--- config.mk ---
export PLATFORM = sky130hd
export DESIGN_NAME = tremolo_mod
export DESIGN_NICKNAME = d
export VERILOG_FILES = /design/src/rtl/tremolo_pkg.sv /design/src/rtl/tremolo_mod_lfo_gen.sv /design/src/rtl/tremolo_mod.sv
export SDC_FILE = /design/constraint.sdc
export NUM_CORES = 2
export LEC_CHECK = 0
export BUFFER_PORTS_ARGS = -buffer_cell sky130_fd_sc_hd__buf_2
export CAP_MARGIN = 20
export CELL_PAD_IN_SITES_DETAIL_PLACEMENT = 0
export CELL_PAD_IN_SITES_GLOBAL_PLACEMENT = 1
export CORE_ASPECT_RATIO = 0.9
export CORE_MARGIN = 1
export CORE_UTILIZATION = 55
export CTS_CLUSTER_DIAMETER = 30
export DETAILED_ROUTE_END_ITERATION = 16
export PLACE_DENSITY_LB_ADDON = 0.1
export SYNTH_ARGS = -nofsm -noshare
export SYNTH_HDL_FRONTEND = slang
export SYNTH_HIERARCHICAL = 1
export SYNTH_SLANG_ARGS = --single-unit
--- constraint.sdc ---
create_clock -name i_clk -period 14 [get_ports i_clk]
set_input_delay 2.1 -clock i_clk [delete_from_list [all_inputs] [get_ports i_clk]]
set_output_delay 2.1 -clock i_clk [all_outputs]
set_load 0.01 [all_outputs]
--- src/rtl/tremolo_pkg.sv ---
// Shared types, constants and helpers for the tremolo effect.
// Optional feature macro: TREMOLO_SMOOTH_EN (gain slew limiter).
package tremolo_pkg;

  typedef enum logic [1:0] {
    TRI     = 2'd0,
    SQR     = 2'd1,
    RAMP_UP = 2'd2,
    RAMP_DN = 2'd3
  } lfo_mode_e;

  // Phase increments per accepted sample, tuned for 48 kHz and a 24-bit
  // accumulator: 0.5, 1, 2, 3, 4, 6, 8 and 12 Hz.
  localparam logic [23:0] INC [8] = '{
    24'd175, 24'd350, 24'd699, 24'd1049,
    24'd1398, 24'd2097, 24'd2796, 24'd4194
  };

  localparam logic [16:0] SLEW_STEP  = 17'd512;
  localparam logic [16:0] UNITY_GAIN = 17'd32768;

  // Q1.15 gain for a given depth and LFO level; full LFO gives unity.
  function automatic logic [16:0] gainFromLfo(input logic [7:0] depth,
                                              input logic [14:0] lfo);
    logic [22:0] prod;
    prod = 23'(depth) * 23'(15'h7FFF - lfo);
    return UNITY_GAIN - {2'b00, prod[22:8]};
  endfunction

  // Moves cur toward target by no more than SLEW_STEP.
  function automatic logic [16:0] slewToward(input logic [16:0] cur,
                                             input logic [16:0] target);
    if (target > cur + SLEW_STEP) begin
      return cur + SLEW_STEP;
    end else if (target + SLEW_STEP < cur) begin
      return cur - SLEW_STEP;
    end else begin
      return target;
    end
  endfunction

endpackage

--- src/rtl/tremolo_mod_lfo_gen.sv ---
// Low-frequency oscillator for the tremolo: phase accumulator plus
// waveform shaping. The level output reflects the current (registered)
// phase, so a sample strobed this cycle uses the phase before its step.
module lfo_gen #(
  parameter int PHASE_W = 24
) (
  input  logic        i_clk,
  input  logic        i_rst_n,
  input  logic        i_valid,
  input  logic        i_enable,
  input  logic [1:0]  i_mode,
  input  logic [2:0]  i_freq,
  output logic [14:0] o_lfo
);
  import tremolo_pkg::*;

  logic [PHASE_W-1:0] phase_q;
  logic [PHASE_W-1:0] phase_d;
  logic [15:0]        p;
  lfo_mode_e          mode;

  // Advance on each accepted sample; hold at zero while bypassed so the
  // oscillator restarts cleanly when the effect is re-enabled.
  always_comb begin
    phase_d = phase_q;
    if (!i_enable) begin
      phase_d = '0;
    end else if (i_valid) begin
      phase_d = phase_q + PHASE_W'(INC[i_freq]);
    end
  end

  // Phase register.
  always_ff @(posedge i_clk or negedge i_rst_n) begin
    if (!i_rst_n) begin
      phase_q <= '0;
    end else begin
      phase_q <= phase_d;
    end
  end

  // Shape the top 16 phase bits into a 15-bit unsigned level.
  always_comb begin
    p    = phase_q[PHASE_W-1 -: 16];
    mode = lfo_mode_e'(i_mode);
    case (mode)
      TRI:     o_lfo = p[15] ? ~p[14:0] : p[14:0];
      SQR:     o_lfo = p[15] ? 15'd0 : 15'h7FFF;
      RAMP_UP: o_lfo = p[15:1];
      RAMP_DN: o_lfo = ~p[15:1];
      default: o_lfo = 15'd0;
    endcase
  end

endmodule

--- src/rtl/tremolo_mod.sv ---
// Multi-channel tremolo: amplitude-modulates each channel with a shared
// LFO, optional auto-pan on odd channels, fixed two-cycle latency.
// Optional feature macro: TREMOLO_SMOOTH_EN (gain slew limiter).
module tremolo_mod #(
  parameter int DATA_W  = 16,
  parameter int CH      = 2,
  parameter int PHASE_W = 24
) (
  input  logic                 i_clk,
  input  logic                 i_rst_n,
  input  logic                 i_valid,
  input  logic                 i_enable,
  input  logic [1:0]           i_mode,
  input  logic [2:0]           i_freq,
  input  logic [7:0]           i_depth,
  input  logic                 i_pan,
  input  logic [CH*DATA_W-1:0] i_data,
  output logic [CH*DATA_W-1:0] o_data,
  output logic                 o_valid
);
  import tremolo_pkg::*;

  logic [14:0]       lfo;
  logic              valid1_q;
  logic              valid2_q;
  logic [DATA_W-1:0] data1_q [CH];
  logic [16:0]       gain1_q [CH];
  logic [DATA_W-1:0] out_q   [CH];

  lfo_gen #(
    .PHASE_W (PHASE_W)
  ) u_lfo (
    .i_clk    (i_clk),
    .i_rst_n  (i_rst_n),
    .i_valid  (i_valid),
    .i_enable (i_enable),
    .i_mode   (i_mode),
    .i_freq   (i_freq),
    .o_lfo    (lfo)
  );

  // Strobe pipeline: every input strobe emerges exactly two cycles later.
  always_ff @(posedge i_clk or negedge i_rst_n) begin
    if (!i_rst_n) begin
      valid1_q <= 1'b0;
      valid2_q <= 1'b0;
    end else begin
      valid1_q <= i_valid;
      valid2_q <= valid1_q;
    end
  end

  for (genvar c = 0; c < CH; c++) begin : g_ch
    logic [14:0]              chLfo;
    logic [16:0]              target;
    logic [16:0]              gain_d;
    logic signed [DATA_W+17:0] prod;
    logic [DATA_W-1:0]        y;

    // Per-channel target gain; odd channels follow the inverted LFO when panning.
    always_comb begin
      chLfo  = (i_pan && (c % 2 == 1)) ? ~lfo : lfo;
      target = i_enable ? gainFromLfo(i_depth, chLfo) : UNITY_GAIN;
`ifdef TREMOLO_SMOOTH_EN
      gain_d = i_valid ? slewToward(gain1_q[c], target) : gain1_q[c];
`else
      gain_d = i_valid ? target : gain1_q[c];
`endif
    end

    // Stage 1: capture the sample and the gain it will be scaled by.
    always_ff @(posedge i_clk or negedge i_rst_n) begin
      if (!i_rst_n) begin
        data1_q[c] <= '0;
`ifdef TREMOLO_SMOOTH_EN
        gain1_q[c] <= UNITY_GAIN;
`else
        gain1_q[c] <= '0;
`endif
      end else begin
        gain1_q[c] <= gain_d;
        if (i_valid) begin
          data1_q[c] <= i_data[c*DATA_W +: DATA_W];
        end
      end
    end

    // Gain never exceeds unity, so the floored product always fits DATA_W.
    always_comb begin
      prod = $signed(data1_q[c]) * $signed({1'b0, gain1_q[c]});
      y    = DATA_W'(prod >>> 15);
    end

    // Stage 2: register the scaled sample.
    always_ff @(posedge i_clk or negedge i_rst_n) begin
      if (!i_rst_n) begin
        out_q[c] <= '0;
      end else if (valid1_q) begin
        out_q[c] <= y;
      end
    end

    assign o_data[c*DATA_W +: DATA_W] = out_q[c];
  end

  assign o_valid = valid2_q;

endmodule

; After elaboration in Yosys (flattened, before gate mapping)
; Memory sizes are Yosys's and may differ from the RTL's.
; Cells that the tools add are included.
[op_classes]
add_sub_neg = 5
mul = 4
n_lt_le_gt_ge = 1
eq_ne = 4
muxes = 10
bitwise_logic = 4
n_reduce_logical = 1
[op_table]
columns = operator, n
row1 = 24-bit 2-to-1 mux, 4
row2 = 16-bit by 18-bit multiplier with 31-bit output, 2
row3 = 15-bit one-hot mux with 4 select lines, 1
row4 = 9-bit by 16-bit multiplier with 23-bit output, 2
row5 = 15-bit 2-to-1 mux, 3
row6 = 15-bit inverter, 3
row7 = 17-bit 2-to-1 mux, 2
row8 = "16-bit by 15-bit subtractor with 17-bit output, first input constant", 2
row9 = "15-bit by 15-bit subtractor with 16-bit output, first input constant", 2
row10 = 24-bit adder, 1
row11 = "2-bit == test, second input constant", 2
row12 = "4-bit greater-or-equal comparator, second input constant", 1
row13 = 3-bit inverter with 4-bit output, 1
row14 = "2-bit by 1-bit == test with 1-bit output, second input constant", 1
row15 = 2-bit logical NOT, 1
row16 = "2-bit != test, second input constant", 1
[word_totals]
ff_bits = 124
mem_bits_ro = 192
input_bits = 50
memories = 1
[mem_list]
columns = name, words, width, read_ports, rd_clocked_by_memory_dff, write_ports, line
row1 = (name not given), 8, 24, 1, 0, 0, tremolo_mod_lfo_gen.sv:29  ; phase_d = phase_q + PHASE_W'(INC[i_freq]);

; Longest topological paths before layout
[logic_depth]
word_depth = 9
mapped_depth = 29
ltp_nobuf = 26

; Modules after synthesis
; Netlist, hierarchy kept.
[by_module_without_submodules]
columns = mod, instances, cells_each, area_each_um2, seq_area_each_um2
row1 = tremolo_mod, 1, 3059, 28139.5, 2452.4
row2 = lfo_gen, 1, 326, 2519.9, 600.6

; Worst setup path before layout
; No wires, ideal clock.
[synth_timing]
kind = input to register
startpoint = input i_mode[0]
endpoint = register gain1_q[10] in the netlist's numbering
arrival_time_ns = 8.208
slack_ns = 5.673
cell_stages = 26
path_cell_list = clkbuf_1 > buf_2 > xor2_1 > nand2_1 > o21ai_1 > clkbuf_1 > xnor2_1 > nand2_1 > fa_1 > inv_1 > fa_1 > fa_1 > inv_1 > fa_1 > inv_1 > ha_1 > clkbuf_1 > a21o_1 > a221o_1 > or3_4 > a2111oi_4 > and4_4 > a211oi_2 > a221oi_2 > xor2_1 > a31o_1
[synth_between]
elab_chain_cells = 8
elab_cells_between_ends = 11
classes_between = 2 x add/sub / 1 x mul / 3 x eq/ne / 3 x mux / 1 x bitwise / 1 x reduce/logical
[synth_rtl]
columns = item, line
row1 = start: declaration, tremolo_mod.sv:13  ; input logic [1:0] i_mode,
row2 = 2-bit == test (tied with other cells), tremolo_mod_lfo_gen.sv:46  ; case (mode)
row3 = 15-bit one-hot mux with 4 select lines *, tremolo_mod_lfo_gen.sv:46
row4 = named net g_ch[0].chLfo[10], tremolo_mod.sv:54  ; logic [14:0] chLfo;
row5 = 15-bit inverter, tremolo_mod.sv:62  ; chLfo = (i_pan && (c % 2 == 1)) ? ~lfo : lfo;
row6 = 15-bit 2-to-1 mux *, tremolo_mod.sv:62
row7 = 15-bit by 15-bit subtractor with 16-bit output *, tremolo_pkg.sv:26  ; prod = 23'(depth) * 23'(15'h7FFF - lfo);
row8 = 9-bit by 16-bit multiplier with 23-bit output *, tremolo_pkg.sv:26
row9 = 16-bit by 15-bit subtractor with 17-bit output *, tremolo_pkg.sv:27  ; return UNITY_GAIN - {2'b00, prod[22:8]};
row10 = 17-bit 2-to-1 mux *, tremolo_mod.sv:63  ; target = i_enable ? gainFromLfo(i_depth, chLfo) : UNITY_GAIN;
row11 = end signal: indexed assignment, tremolo_mod.sv:81  ; gain1_q[c] <= gain_d;
row12 = end: declaration, tremolo_mod.sv:27  ; logic [16:0] gain1_q [CH];
; Mark *: on every way through the listed nets, which the timed path passes. The rest lies on a longest branch.
; A chain may end at the register's enable or synchronous reset.

; Worst setup path after layout
; Same ends and word-level chain as after synthesis.

==> impl_metrics.yaml <==
critical_path:
  cp_common_cell: "inv_1"
  cp-endpoint: "gain1_q[10]"
  required_ns: 14.37
  cp_max_fo: 30
  critPathLaunch: "i_mode[0]"
  critPathMaxStageDelay_ns: 0.53
  rr_endpoint: "o_data[30]"
  cp.depth: 27
  crit_arrival_ns: 9.17
  crit_type: "in -> reg"
  critPathSlowestCell: "o21ai_1"
  reg2reg_depth: 23
  reg2reg_slack_ns: 5.99
  critPathLaunchType: "input pin"
  worstReg2RegStart: "gain1_q[6]"
  end_kind: "register"
  cp_num_buf_inv: 5
  cp_top_family: "compound AO/OA/AOI/OAI gates"
cts:
  htree_levels: 4
  cts_buffers: 17
  cts.sinks: 122
  worst_skew_pair.late_latency_ns: 0.49
  hold_buffers: 0
  cts_setup_buffers: 0
  cts_buffer_depth: 2
  clockRootBuffer: "clkbuf_16"
  path_clk_slew_ns: 0.06
  post_cts_resized: 0
  cts_tree: "done"
timing:
  timing.hold.ws_ns: 0.502
  drv_slew: 0
  setup_viol: 0
  fin_crit_ns: 8.80
  slew_headroom: 0.266
  finalHoldViolCount: 0
  setup-tns-final_ns: 0
  fin_skew_ns: 0.0199
  fin_crit_sh: 0.629
  worstMarginPinSlew_ns: 1.10
  clock.fmax_mhz: 114
  rsz0062_at_grt: "no"
logic_synthesis:
  synth_compound_area_frac: 0.0665
  yosysUniqueCellTypes: 85
  synthMuxAreaShare: 0.0262
  netlist_area_mm2: 0.0307
  synth_cells: 3385
  synth_edf_count: 0
  yosysWarnings: 6
  syn_nets: 4315
  synthAdderAreaFrac: 0.492
  async_reset_ff_frac: 1.00
  synth_ff_type: "dfrtp_1"
  synth-seq-cells: 122
  synth_xor_xnor_area_share: 0.0394
  yosysSeqAreaShare: 0.0996
  synth-simple-area-share: 0.169
  synth_top_family_by_area: "adder cells"
  syn_avg_cell_area_um2: 9.06
cells_and_area:
  area_growth_pct: 4.78
  fin_nets: 4284
  drive_above_1_share: 0.0644
  fillCellCount: 4958
  fin_area_mm2: 0.0321
  fin_util: 0.587
  final_common_cell: "inv_1"
  n_antenna_cell: 0
  final_cell_mix: "inv_1, fa_1, nand2_1"
floorplanning:
  coreArea_mm2: 0.0547
  dieArea_mm2: 0.0567
  die_h_um: 226
  start_util: 0.560
  die_x_um: 251
  ioPinCount: 83
  rows: 81
route:
  wl_per_cell_um: 17.6
  routed_wl_mm: 71.6
  firstDrtPassIters: 5
  ant_nets: 0
  remaining_drc_errors: 0
  vias: 22100
  vias_per_cell: 5.42
  drt_iter0_markers: 1052
worst_hold_path:
  hp-class: "reg -> reg"
  min_from: "o_data[10]"
global_route:
  grt_pass1_wl_mm: 122
  grt_pass1_vias: 23800
  grt_max_degree: 73
  grt_overflow: 0
  grt_use_total: 0.272
  antenna_found_initial: 1
placed_design:
  gp_congestion: 0.852
  dp_hpwl_mm: 56.7
  post_dp_cell_area_mm2: 0.0315
  port_buffers: 82
outcome:
  status: "finished, final reports clean"
flow_run:
  max_cap_violations: 0
worst reg2reg max path, cell delays in order (launching register included):
cell,delay (ns)
dfrtp_1,0.85
nand2_1,0.17
fa_1,0.54
inv_1,0.05
fa_1,0.49
inv_1,0.05
fa_1,0.55
inv_1,0.05
fa_1,0.44
fa_1,0.49
inv_1,0.05
fa_1,0.48
inv_1,0.05
ha_1,0.28
nand2_1,0.08
nand4b_1,0.21
a211oi_1,0.67
o31ai_1,0.34
a32o_1,0.37
o21ai_0,0.44
a21oi_1,0.22
a211oi_1,0.44
xnor2_1,0.26
mux2_2,0.32
registers in the layout, indices dropped and copies added (netlist names):
signal,cells
data1_q,32
gain1_q,32
o_data,32
o_valid,1
u_lfo/phase_q,24
valid1_q,1
cells in the mapped netlist, drive strengths merged, types with 10 or more instances:
cell type | count | share of area
a211oi | 20 | 0.0056
a21o | 24 | 0.0059
a21oi | 61 | 0.010
a31oi | 13 | 0.0027
and2 | 318 | 0.065
and3 | 13 | 0.0030
buf | 10 | 0.0017
clkbuf | 132 | 0.016
dfrtp | 122 | 0.10
fa | 543 | 0.35
ha | 337 | 0.14
inv | 725 | 0.089
mux2 | 58 | 0.021
mux2i | 15 | 0.0049
nand2 | 377 | 0.046
nand2b | 52 | 0.011
nand3 | 21 | 0.0038
nand4 | 15 | 0.0031
nor2 | 77 | 0.0094
nor2b | 80 | 0.016
nor3 | 23 | 0.0038
o21ai | 80 | 0.013
o22ai | 14 | 0.0029
o2bb2ai | 11 | 0.0031
xnor2 | 88 | 0.025
xor2 | 49 | 0.014
per-layer routing:
| metal | wire length, um | up-vias | global-route usage | share of wire |
|---|---|---|---|---|
| met5 | 0 | - | 0 | 0 |
| met4 | 1280 | 0 | 0.0686 | 0.018 |
| met3 | 3050 | 73 | 0.0338 | 0.043 |
| met2 | 34300 | 449 | 0.455 | 0.48 |
| met1 | 33000 | 11300 | 0.376 | 0.46 |
| li1 | - | 10300 | - | - |
through the flow:
stage | cells | worst slack [ns]
final | 4072 | 5.20
after global routing | 4072 | 4.67
after CTS | 4072 | 5.27
after detailed placement | 4040 | 4.76
after global placement | 4040 | 4.96
after floorplan | 3385 | 5.67
final cells by class:
type / count / area, um2 / area share
Clock buffer: 19 / 443 / 0.0138
Inverter: 726 / 2730 / 0.0848
Tap cell: 705 / 882 / 0.0275
Sequential cell: 122 / 3050 / 0.0951
Timing Repair Buffer: 92 / 494 / 0.0154
Multi-Input combinational cell: 2395 / 24300 / 0.757
Clock inverter: 13 / 193 / 0.00600
worst min-delay path by stage:
stage,to,slack (ns),cells past startpoint
final,o_data[10],0.50,1
after global routing,o_data[7],0.52,1
after CTS,o_data[10],0.51,1
after detailed placement,o_data[15],0.49,1
after global placement,o_data[2],0.48,1
after floorplan,o_valid,0.35,0
cells by family (layout without fill, tap and decap cells):
group	after synthesis	in the layout
buf+inv	868	850
simple gates	1010	1010
mux	73	73
flops	122	122
fa+ha+maj	880	880
xor+xnor	137	137
compound gates	295	295
Power is not shown: default switching activity piles up to over one toggle a cycle in this logic, so the estimate is an artifact.
